**config.mk**
```make
export PLATFORM = sky130hd
export DESIGN_NAME = sram_bist_ctrl_flat
export DESIGN_NICKNAME = d
export VERILOG_FILES = /design/src/rtl/sram_pkg.sv /design/src/rtl/sram_bist_ctrl_if.sv /design/src/rtl/sram_bist_addr_gen.sv /design/src/rtl/sram_bist_ctrl.sv /design/src/flat_wrapper.sv
export SDC_FILE = /design/constraint.sdc
export NUM_CORES = 1
export LEC_CHECK = 0
export ABC_AREA = 1
export BUFFER_PORTS_ARGS = -buffer_cell sky130_fd_sc_hd__buf_2
export CAP_MARGIN = 20
export CORE_UTILIZATION = 47
export CTS_CLUSTER_DIAMETER = 100
export DETAILED_ROUTE_END_ITERATION = 12
export GPL_TIMING_DRIVEN = 0
export PLACE_DENSITY_LB_ADDON = 0.15
export SETUP_SLACK_MARGIN = 0.1
export SYNTH_ARGS = -nofsm -noshare
export SYNTH_HDL_FRONTEND = slang
export SYNTH_SLANG_ARGS = --single-unit
```
**constraint.sdc**
```tcl
create_clock -name clk -period 2.2 [get_ports clk]
set_clock_uncertainty 0.15 [all_clocks]
set_input_delay 0.11 -clock clk [delete_from_list [all_inputs] [get_ports clk]]
set_output_delay 0.11 -clock clk [all_outputs]
set_load 0.01 [all_outputs]
```
**src/rtl/sram_pkg.sv**
```systemverilog
// ============================================================================
//  Module      : sram_pkg
//  Description : Shared state encoding, March C- element attributes and
//                background constants for the SRAM BIST controller.
//  Revision    : 1.0 - initial release
// ============================================================================
`default_nettype none

package sram_pkg;

    typedef enum logic [3:0] {
        IDLE = 4'd0,
        M0   = 4'd1,
        M1   = 4'd2,
        M2   = 4'd3,
        M3   = 4'd4,
        M4   = 4'd5,
        M5   = 4'd6,
        CMP  = 4'd7,
        FIN  = 4'd8
    } bist_state_e;

    // Backgrounds are sliced down to the SRAM word width at the point of use.
    localparam int                   BG_MAX_W = 256;
    localparam logic [BG_MAX_W-1:0]  BG0      = '0;
    localparam logic [BG_MAX_W-1:0]  BG1      = '1;

    function automatic logic elem_is_rw(input bist_state_e s);
        return (s == M1) || (s == M2) || (s == M3) || (s == M4);
    endfunction

    function automatic logic elem_is_down(input bist_state_e s);
        return (s == M3) || (s == M4);
    endfunction

    function automatic logic elem_rd_bg(input bist_state_e s);
        return (s == M2) || (s == M4);
    endfunction

    function automatic logic elem_wr_bg(input bist_state_e s);
        return (s == M1) || (s == M3);
    endfunction

    function automatic bist_state_e elem_next(input bist_state_e s);
        bist_state_e n;
        n = IDLE;
        case (s)
            M0:      n = M1;
            M1:      n = M2;
            M2:      n = M3;
            M3:      n = M4;
            M4:      n = M5;
            M5:      n = CMP;
            default: n = IDLE;
        endcase
        return n;
    endfunction

endpackage

`default_nettype wire

```
**src/rtl/sram_bist_ctrl_if.sv**
```systemverilog
// ============================================================================
//  Module      : sram_bist_ctrl_if
//  Description : SRAM port bundle between the BIST controller and the SRAM.
//  Revision    : 1.0 - initial release
// ============================================================================
`default_nettype none

interface sram_bist_ctrl_if #(
    parameter int depth = 256,
    parameter int width = 16
);
    localparam int AW = $clog2(depth);

    logic             cs;
    logic             we;
    logic             re;
    logic [AW-1:0]    add;
    logic [width-1:0] data_in;
    logic [width-1:0] data_out;

    modport master (output cs, we, re, add, data_in, input data_out);
    modport slave  (input cs, we, re, add, data_in, output data_out);

endinterface

`default_nettype wire

```
**src/rtl/sram_bist_addr_gen.sv**
```systemverilog
// ============================================================================
//  Module      : sram_bist_addr_gen
//  Description : Up/down address counter with load, enable and last flag.
//  Revision    : 1.0 - initial release
// ============================================================================
`default_nettype none

module sram_bist_addr_gen #(
    parameter  int depth = 256,
    localparam int AW    = $clog2(depth)
) (
    input  wire logic          clk,
    input  wire logic          rst_n,
    input  wire logic          i_load,
    input  wire logic [AW-1:0] i_load_val,
    input  wire logic          i_en,
    input  wire logic          i_down,
    output logic      [AW-1:0] o_add,
    output logic               o_last
);

    localparam logic [AW-1:0] LAST_UP = AW'(depth - 1);

    logic [AW-1:0] r_cnt;

    always_ff @(posedge clk or negedge rst_n) begin
        if (!rst_n) begin
            r_cnt <= '0;
        end else if (i_load) begin
            r_cnt <= i_load_val;
        end else if (i_en) begin
            r_cnt <= i_down ? (r_cnt - AW'(1)) : (r_cnt + AW'(1));
        end
    end

    assign o_add  = r_cnt;
    assign o_last = i_down ? (r_cnt == '0) : (r_cnt == LAST_UP);

endmodule

`default_nettype wire

```
**src/rtl/sram_bist_ctrl.sv**
```systemverilog
// ============================================================================
//  Module      : sram_bist_ctrl
//  Description : March C- SRAM BIST controller. Define SRAM_BIST_DIAG_EN to
//                add first-failure capture outputs (fail_add/exp/act).
//  Revision    : 1.0 - initial release
// ============================================================================
`default_nettype none

module sram_bist_ctrl
    import sram_pkg::*;
#(
    parameter int depth = 256,
    parameter int width = 16
) (
    input  wire logic               clk,
    input  wire logic               rst_n,
    input  wire logic               start,
    sram_bist_ctrl_if.master        sram,
    output logic                    busy,
    output logic                    done,
    output logic                    pass
`ifdef SRAM_BIST_DIAG_EN
    ,
    output logic [$clog2(depth)-1:0] fail_add,
    output logic [width-1:0]         fail_exp,
    output logic [width-1:0]         fail_act
`endif
);

    localparam int AW = $clog2(depth);

    bist_state_e      r_state, w_state_nxt;
    logic             r_phase;
    logic             r_chk;
    logic             r_exp_bg;
    logic             r_fail;
    logic             r_pass;
    logic [AW-1:0]    w_add;
    logic [AW-1:0]    w_load_val;
    logic             w_last, w_load, w_en;
    logic             w_active, w_rw, w_re, w_we, w_step;
    logic             w_start_acc, w_mismatch;
    logic [width-1:0] w_exp_word;

    sram_bist_addr_gen #(.depth(depth)) u_addr_gen (
        .clk        (clk),
        .rst_n      (rst_n),
        .i_load     (w_load),
        .i_load_val (w_load_val),
        .i_en       (w_en),
        .i_down     (elem_is_down(r_state)),
        .o_add      (w_add),
        .o_last     (w_last)
    );

    assign w_active    = (r_state == M0) || (r_state == M5) || elem_is_rw(r_state);
    assign w_rw        = elem_is_rw(r_state);
    // Read-write elements read on phase 0 and write the same address on phase 1.
    assign w_re        = w_active && ((r_state == M5) || (w_rw && !r_phase));
    assign w_we        = w_active && !w_re;
    assign w_step      = w_active && (!w_rw || r_phase);
    assign w_start_acc = (r_state == IDLE) && start;
    assign w_exp_word  = r_exp_bg ? BG1[width-1:0] : BG0[width-1:0];
    assign w_mismatch  = r_chk && (sram.data_out != w_exp_word);

    always_comb begin
        w_state_nxt = r_state;
        w_load      = 1'b0;
        w_load_val  = '0;
        w_en        = 1'b0;
        case (r_state)
            IDLE: begin
                if (start) begin
                    w_state_nxt = M0;
                    w_load      = 1'b1;
                end
            end
            M0, M1, M2, M3, M4, M5: begin
                w_en = w_step;
                if (w_step && w_last) begin
                    w_state_nxt = elem_next(r_state);
                    w_load      = 1'b1;
                    w_load_val  = elem_is_down(w_state_nxt) ? AW'(depth - 1) : '0;
                end
            end
            CMP:     w_state_nxt = FIN;
            FIN:     w_state_nxt = IDLE;
            default: w_state_nxt = IDLE;
        endcase
    end

    always_ff @(posedge clk or negedge rst_n) begin
        if (!rst_n) begin
            r_state  <= IDLE;
            r_phase  <= 1'b0;
            r_chk    <= 1'b0;
            r_exp_bg <= 1'b0;
            r_fail   <= 1'b0;
            r_pass   <= 1'b0;
        end else begin
            r_state  <= w_state_nxt;
            r_phase  <= w_rw && !r_phase;
            r_chk    <= w_re;
            r_exp_bg <= elem_rd_bg(r_state);
            if (w_start_acc) begin
                r_fail <= 1'b0;
                r_pass <= 1'b0;
            end else begin
                if (w_mismatch) begin
                    r_fail <= 1'b1;
                end
                // CMP checks the last M5 read, so fold its result in here.
                if (r_state == CMP) begin
                    r_pass <= !(r_fail || w_mismatch);
                end
            end
        end
    end

    assign sram.cs      = w_active;
    assign sram.we      = w_we;
    assign sram.re      = w_re;
    assign sram.add     = w_add;
    assign sram.data_in = w_we ? (elem_wr_bg(r_state) ? BG1[width-1:0] : BG0[width-1:0])
                               : '0;

    assign busy = w_active || (r_state == CMP);
    assign done = (r_state == FIN);
    assign pass = r_pass;

`ifdef SRAM_BIST_DIAG_EN
    logic [AW-1:0]    r_chk_add;
    logic [AW-1:0]    r_fail_add;
    logic [width-1:0] r_fail_exp;
    logic [width-1:0] r_fail_act;

    always_ff @(posedge clk or negedge rst_n) begin
        if (!rst_n) begin
            r_chk_add  <= '0;
            r_fail_add <= '0;
            r_fail_exp <= '0;
            r_fail_act <= '0;
        end else begin
            r_chk_add <= w_add;
            if (w_start_acc) begin
                r_fail_add <= '0;
                r_fail_exp <= '0;
                r_fail_act <= '0;
            end else if (w_mismatch && !r_fail) begin
                r_fail_add <= r_chk_add;
                r_fail_exp <= w_exp_word;
                r_fail_act <= sram.data_out;
            end
        end
    end

    assign fail_add = r_fail_add;
    assign fail_exp = r_fail_exp;
    assign fail_act = r_fail_act;
`endif

endmodule

`default_nettype wire

```
**src/flat_wrapper.sv**
```systemverilog
// flat-port wrapper written by rule: the top's interface ports become plain ports
module sram_bist_ctrl_flat import sram_pkg::*;
#(
    parameter int depth = 256,
    parameter int width = 16
)
  (clk, rst_n, start, busy, done, pass, sram_cs, sram_we, sram_re, sram_add, sram_data_in, sram_data_out);
  sram_bist_ctrl_if #(.depth(depth), .width(width)) sram_i ();
  input  wire logic clk;
  input  wire logic rst_n;
  input  wire logic start;
  output logic busy;
  output logic done;
  output logic pass;
  output wire logic [$bits(sram_i.cs)-1:0] sram_cs;
  output wire logic [$bits(sram_i.we)-1:0] sram_we;
  output wire logic [$bits(sram_i.re)-1:0] sram_re;
  output wire logic [$bits(sram_i.add)-1:0] sram_add;
  output wire logic [$bits(sram_i.data_in)-1:0] sram_data_in;
  input wire logic [$bits(sram_i.data_out)-1:0] sram_data_out;
  assign sram_cs = sram_i.cs;
  assign sram_we = sram_i.we;
  assign sram_re = sram_i.re;
  assign sram_add = sram_i.add;
  assign sram_data_in = sram_i.data_in;
  assign sram_i.data_out = sram_data_out;
  sram_bist_ctrl #(.depth(depth), .width(width)) u_core (.clk(clk), .rst_n(rst_n), .start(start), .sram(sram_i), .busy(busy), .done(done), .pass(pass));
endmodule
```
==> flow_summary.json <==
{
  "first_pass_iters": 4,
  "die_height_um": 60.7,
  "ff_latch_area_um2": 429,
  "hold_class": "in2reg",
  "post-route-drc-count": 0,
  "gp_congestion": 0.842,
  "worst_setup_path_start_kind": "flop",
  "r2r_slack_ns": -0.11,
  "die_x_um": 60.7,
  "fill_cells": 163,
  "viasPerCell": 5.41,
  "insertion_delay_ns": 0.32,
  "clk_pin_slew_worst_paths_ns": 0.12,
  "post-route-period-util": 1.07,
  "synth-xor-area-share": 0.0162,
  "syn_nets": 266,
  "synth_seq_cells": 17,
  "layout_setup_ws_ns": -0.143,
  "ys_seq_area_frac": 0.263,
  "rows": 20,
  "synthAdderAreaFrac": 0.0587,
  "vdd_drop_max_v": 0.00114,
  "multi_input_area_um2": 1220,
  "final_nets": 358,
  "timing.rr.start": "u_core.r_state[3]",
  "critPathCapture": "sram_data_in[2]",
  "ctsLongestPathBuffers": 2,
  "cp_max_fo": 8,
  "grt_use_total": 0.284,
  "drt_iter0_drc": 201,
  "fp.coreArea_um2": 3150,
  "io_pins": 49,
  "drtAntennaViolNets": 0,
  "grt_max_degree": 18,
  "relSlewSlack": 0.734,
  "hold_viol_final": 0,
  "tightest_slew_ns": 0.399,
  "cp-end-kind": "primary output",
  "reg2regPathDepth": 16,
  "startpoint": "u_core.r_state[1]",
  "synth.distinct_cells": 27,
  "synth_area_um2": 1620,
  "syn_inst": 240,
  "htree_levels": 1,
  "fmax_ghz": 0.427,
  "synthMuxAreaShare": 0,
  "place_ws_ns": -0.119,
  "overflow": 0,
  "synth-compound-area-share": 0.0487,
  "setup_viol": 19,
  "whs_ns": 0.0876,
  "grt_pass1_wl_um": 7580,
  "cts_root_buffer": "clkbuf_4",
  "required_ns": 1.94,
  "cts_made_buffers": 3,
  "die_area_um2": 3680,
  "drive_above_1_share": 0.511,
  "io_buffers": 48,
  "cp_slowest_cell": "dfrtp_1",
  "yosys_warnings": 0,
  "antenna_found_initial": 0,
  "cellPowerDensity_nw_per_um2": 1840,
  "worstSetupPathType": "reg2out",
  "cap_violations": 0,
  "n_antenna_cell": 0,
  "grt_pass1_vias": 1645,
  "synth_top_family_by_area": "simple AND/OR/NAND/NOR gates",
  "min_period_ns": 2.34,
  "finalMaxSlewViolations": 0,
  "routed_wl_um": 6320,
  "syn_avg_cell_area_um2": 6.75,
  "areaGrowthSynthToFinish_pct": 68.5,
  "synthSimpleGateAreaFrac": 0.481,
  "initial_utilization": 0.513,
  "final_cell_mix": "nand2_1, buf_6, buf_2",
  "cts.sinks": 17,
  "cp_common_cell": "buf_6",
  "status": "complete, but fails checks",
  "rsz0062_at_grt": "true",
  "worstPathCellList": "buf_6 > inv_8 > nand2_4 > nor2_4 > nor2_4 > nand2_1 > nand2_2 > o21ai_4 > nor3_4 > buf_6 > buf_12 > buf_4 > buf_6",
  "hpwl_um": 2710,
  "cp.arrival_ns": 2.08,
  "vias": 2028,
  "drt-wirelength-per-cell_um": 16.9,
  "layout_commonest_cell": "nand2_1",
  "cp_slowest_stage_delay_ns": 0.38,
  "cts_tree": "done",
  "violations": "setup timing",
  "r2r_end": "u_core.u_addr_gen.o_add[7]",
  "leakagePower_nw": 1.46
}
## stage by stage
stage,power [mW],setup TNS [ns],instance area [µm²],utilization,cells
3_5_place_dp,3.07,-1.19,1930,0.612,332
5_1_grt,5.31,-3.58,2730,0.865,375
3_3_place_gp,3.04,-0.617,1930,0.612,332
4_1_cts,4.12,0,2440,0.774,360
2_1_floorplan,2.48,0,1630,-,240
6_report,5.01,-2.26,2730,0.865,375
## cell families (layout without fill, tap and decap cells)
logic type	Yosys count	count (layout)
AND/OR/NAND/NOR	162	162
adder cells (fa/ha/maj)	7	7
flip-flops	17	17
AO/OA/AOI/OAI	12	12
XOR/XNOR	3	3
buffers and inverters	39	130
## synthesized netlist by cell type
| cell type | n | share of area |
|---|---|---|
| nand2_4 | 2 | 0.014 |
| ha_1 | 6 | 0.046 |
| nand2_1 | 85 | 0.20 |
| fa_1 | 1 | 0.012 |
| nor2_8 | 2 | 0.025 |
| inv_2 | 4 | 0.0093 |
| dfrtp_1 | 17 | 0.26 |
| o21ai_4 | 1 | 0.010 |
| nor3_1 | 4 | 0.012 |
| nand3_4 | 1 | 0.011 |
| a21oi_1 | 5 | 0.015 |
| nor2_2 | 4 | 0.015 |
| buf_6 | 1 | 0.0070 |
| buf_4 | 15 | 0.070 |
| xor2_1 | 3 | 0.016 |
| nor2_4 | 3 | 0.021 |
| nand3_1 | 23 | 0.071 |
| clkinv_1 | 1 | 0.0023 |
| nand2_2 | 7 | 0.027 |
| inv_4 | 2 | 0.0077 |
| nand4_1 | 5 | 0.019 |
| inv_1 | 16 | 0.037 |
| nor3_2 | 1 | 0.0062 |
| o21ai_0 | 4 | 0.012 |
| o21ai_2 | 2 | 0.011 |
| nor2_1 | 24 | 0.056 |
| nand3_2 | 1 | 0.0062 |
## critical path: cells and delay by family (launching register included)
kind	cells	cell delay, ns
flip-flops	1	0.38
AO/OA/AOI/OAI	1	0.07
buffers and inverters	6	0.70
AND/OR/NAND/NOR	6	0.62
## final cells by class
| type | instances | area share |
|---|---|---|
| Sequential cell | 17 | 0.157 |
| Timing Repair Buffer | 87 | 0.266 |
| Tap cell | 44 | 0.0202 |
| Buffer | 16 | 0.0578 |
| Inverter | 23 | 0.0399 |
| Clock buffer | 3 | 0.00826 |
| Multi-Input combinational cell | 184 | 0.449 |
| Clock inverter | 1 | 0.00183 |
## worst min path at each step
stage | cells after the start | slack [ns] | from | to
2_1_floorplan | 0 | -0.34 | rst_n | u_core.pass
5_1_grt | 5 | 0.12 | start | u_core.r_state[2]
6_report | 5 | 0.09 | start | u_core.r_state[2]
3_3_place_gp | 1 | -0.1 | rst_n | u_core.r_chk
3_5_place_dp | 1 | -0.1 | rst_n | u_core.r_chk
4_1_cts | 5 | 0.07 | start | u_core.r_state[2]
## per-layer routing
layer / vias up / global-route usage / routed length (µm) / part of all wire
met5: - / 0 / 0 / 0
met4: 0 / 0.110 / 275 / 0.044
met3: 30 / 0.0320 / 478 / 0.076
met2: 119 / 0.484 / 3170 / 0.50
met1: 947 / 0.370 / 2400 / 0.38
li1: 932 / - / - / -
## sequential cells by signal, indices dropped and copies added (netlist names)
name / count
u_core.pass: 1
u_core.r_chk: 1
u_core.r_phase: 1
u_core.r_exp_bg: 1
u_core.r_fail: 1
u_core.u_addr_gen.o_add: 8
u_core.r_state: 4
## what timing repair did
action	4_1_cts	5_1_grt
setup endpoints to repair	21	27
endpoints found under the hold margin	17	0
resized for setup	55	38
gates cloned	1	0
pin swaps	13	21
buffers inserted	22	15
hold buffers	1	0
## power breakdown
| part | total [mW] | leakage [nW] | internal, mW | switching (mW) |
|---|---|---|---|---|
| logic | 4.15 | 1.23 | 1.98 | 2.17 |
| clock network | 0.190 | 0.0177 | 0.0682 | 0.122 |
| registers | 0.673 | 0.212 | 0.456 | 0.217 |
No activity file was read; power rests on OpenSTA's default activity.
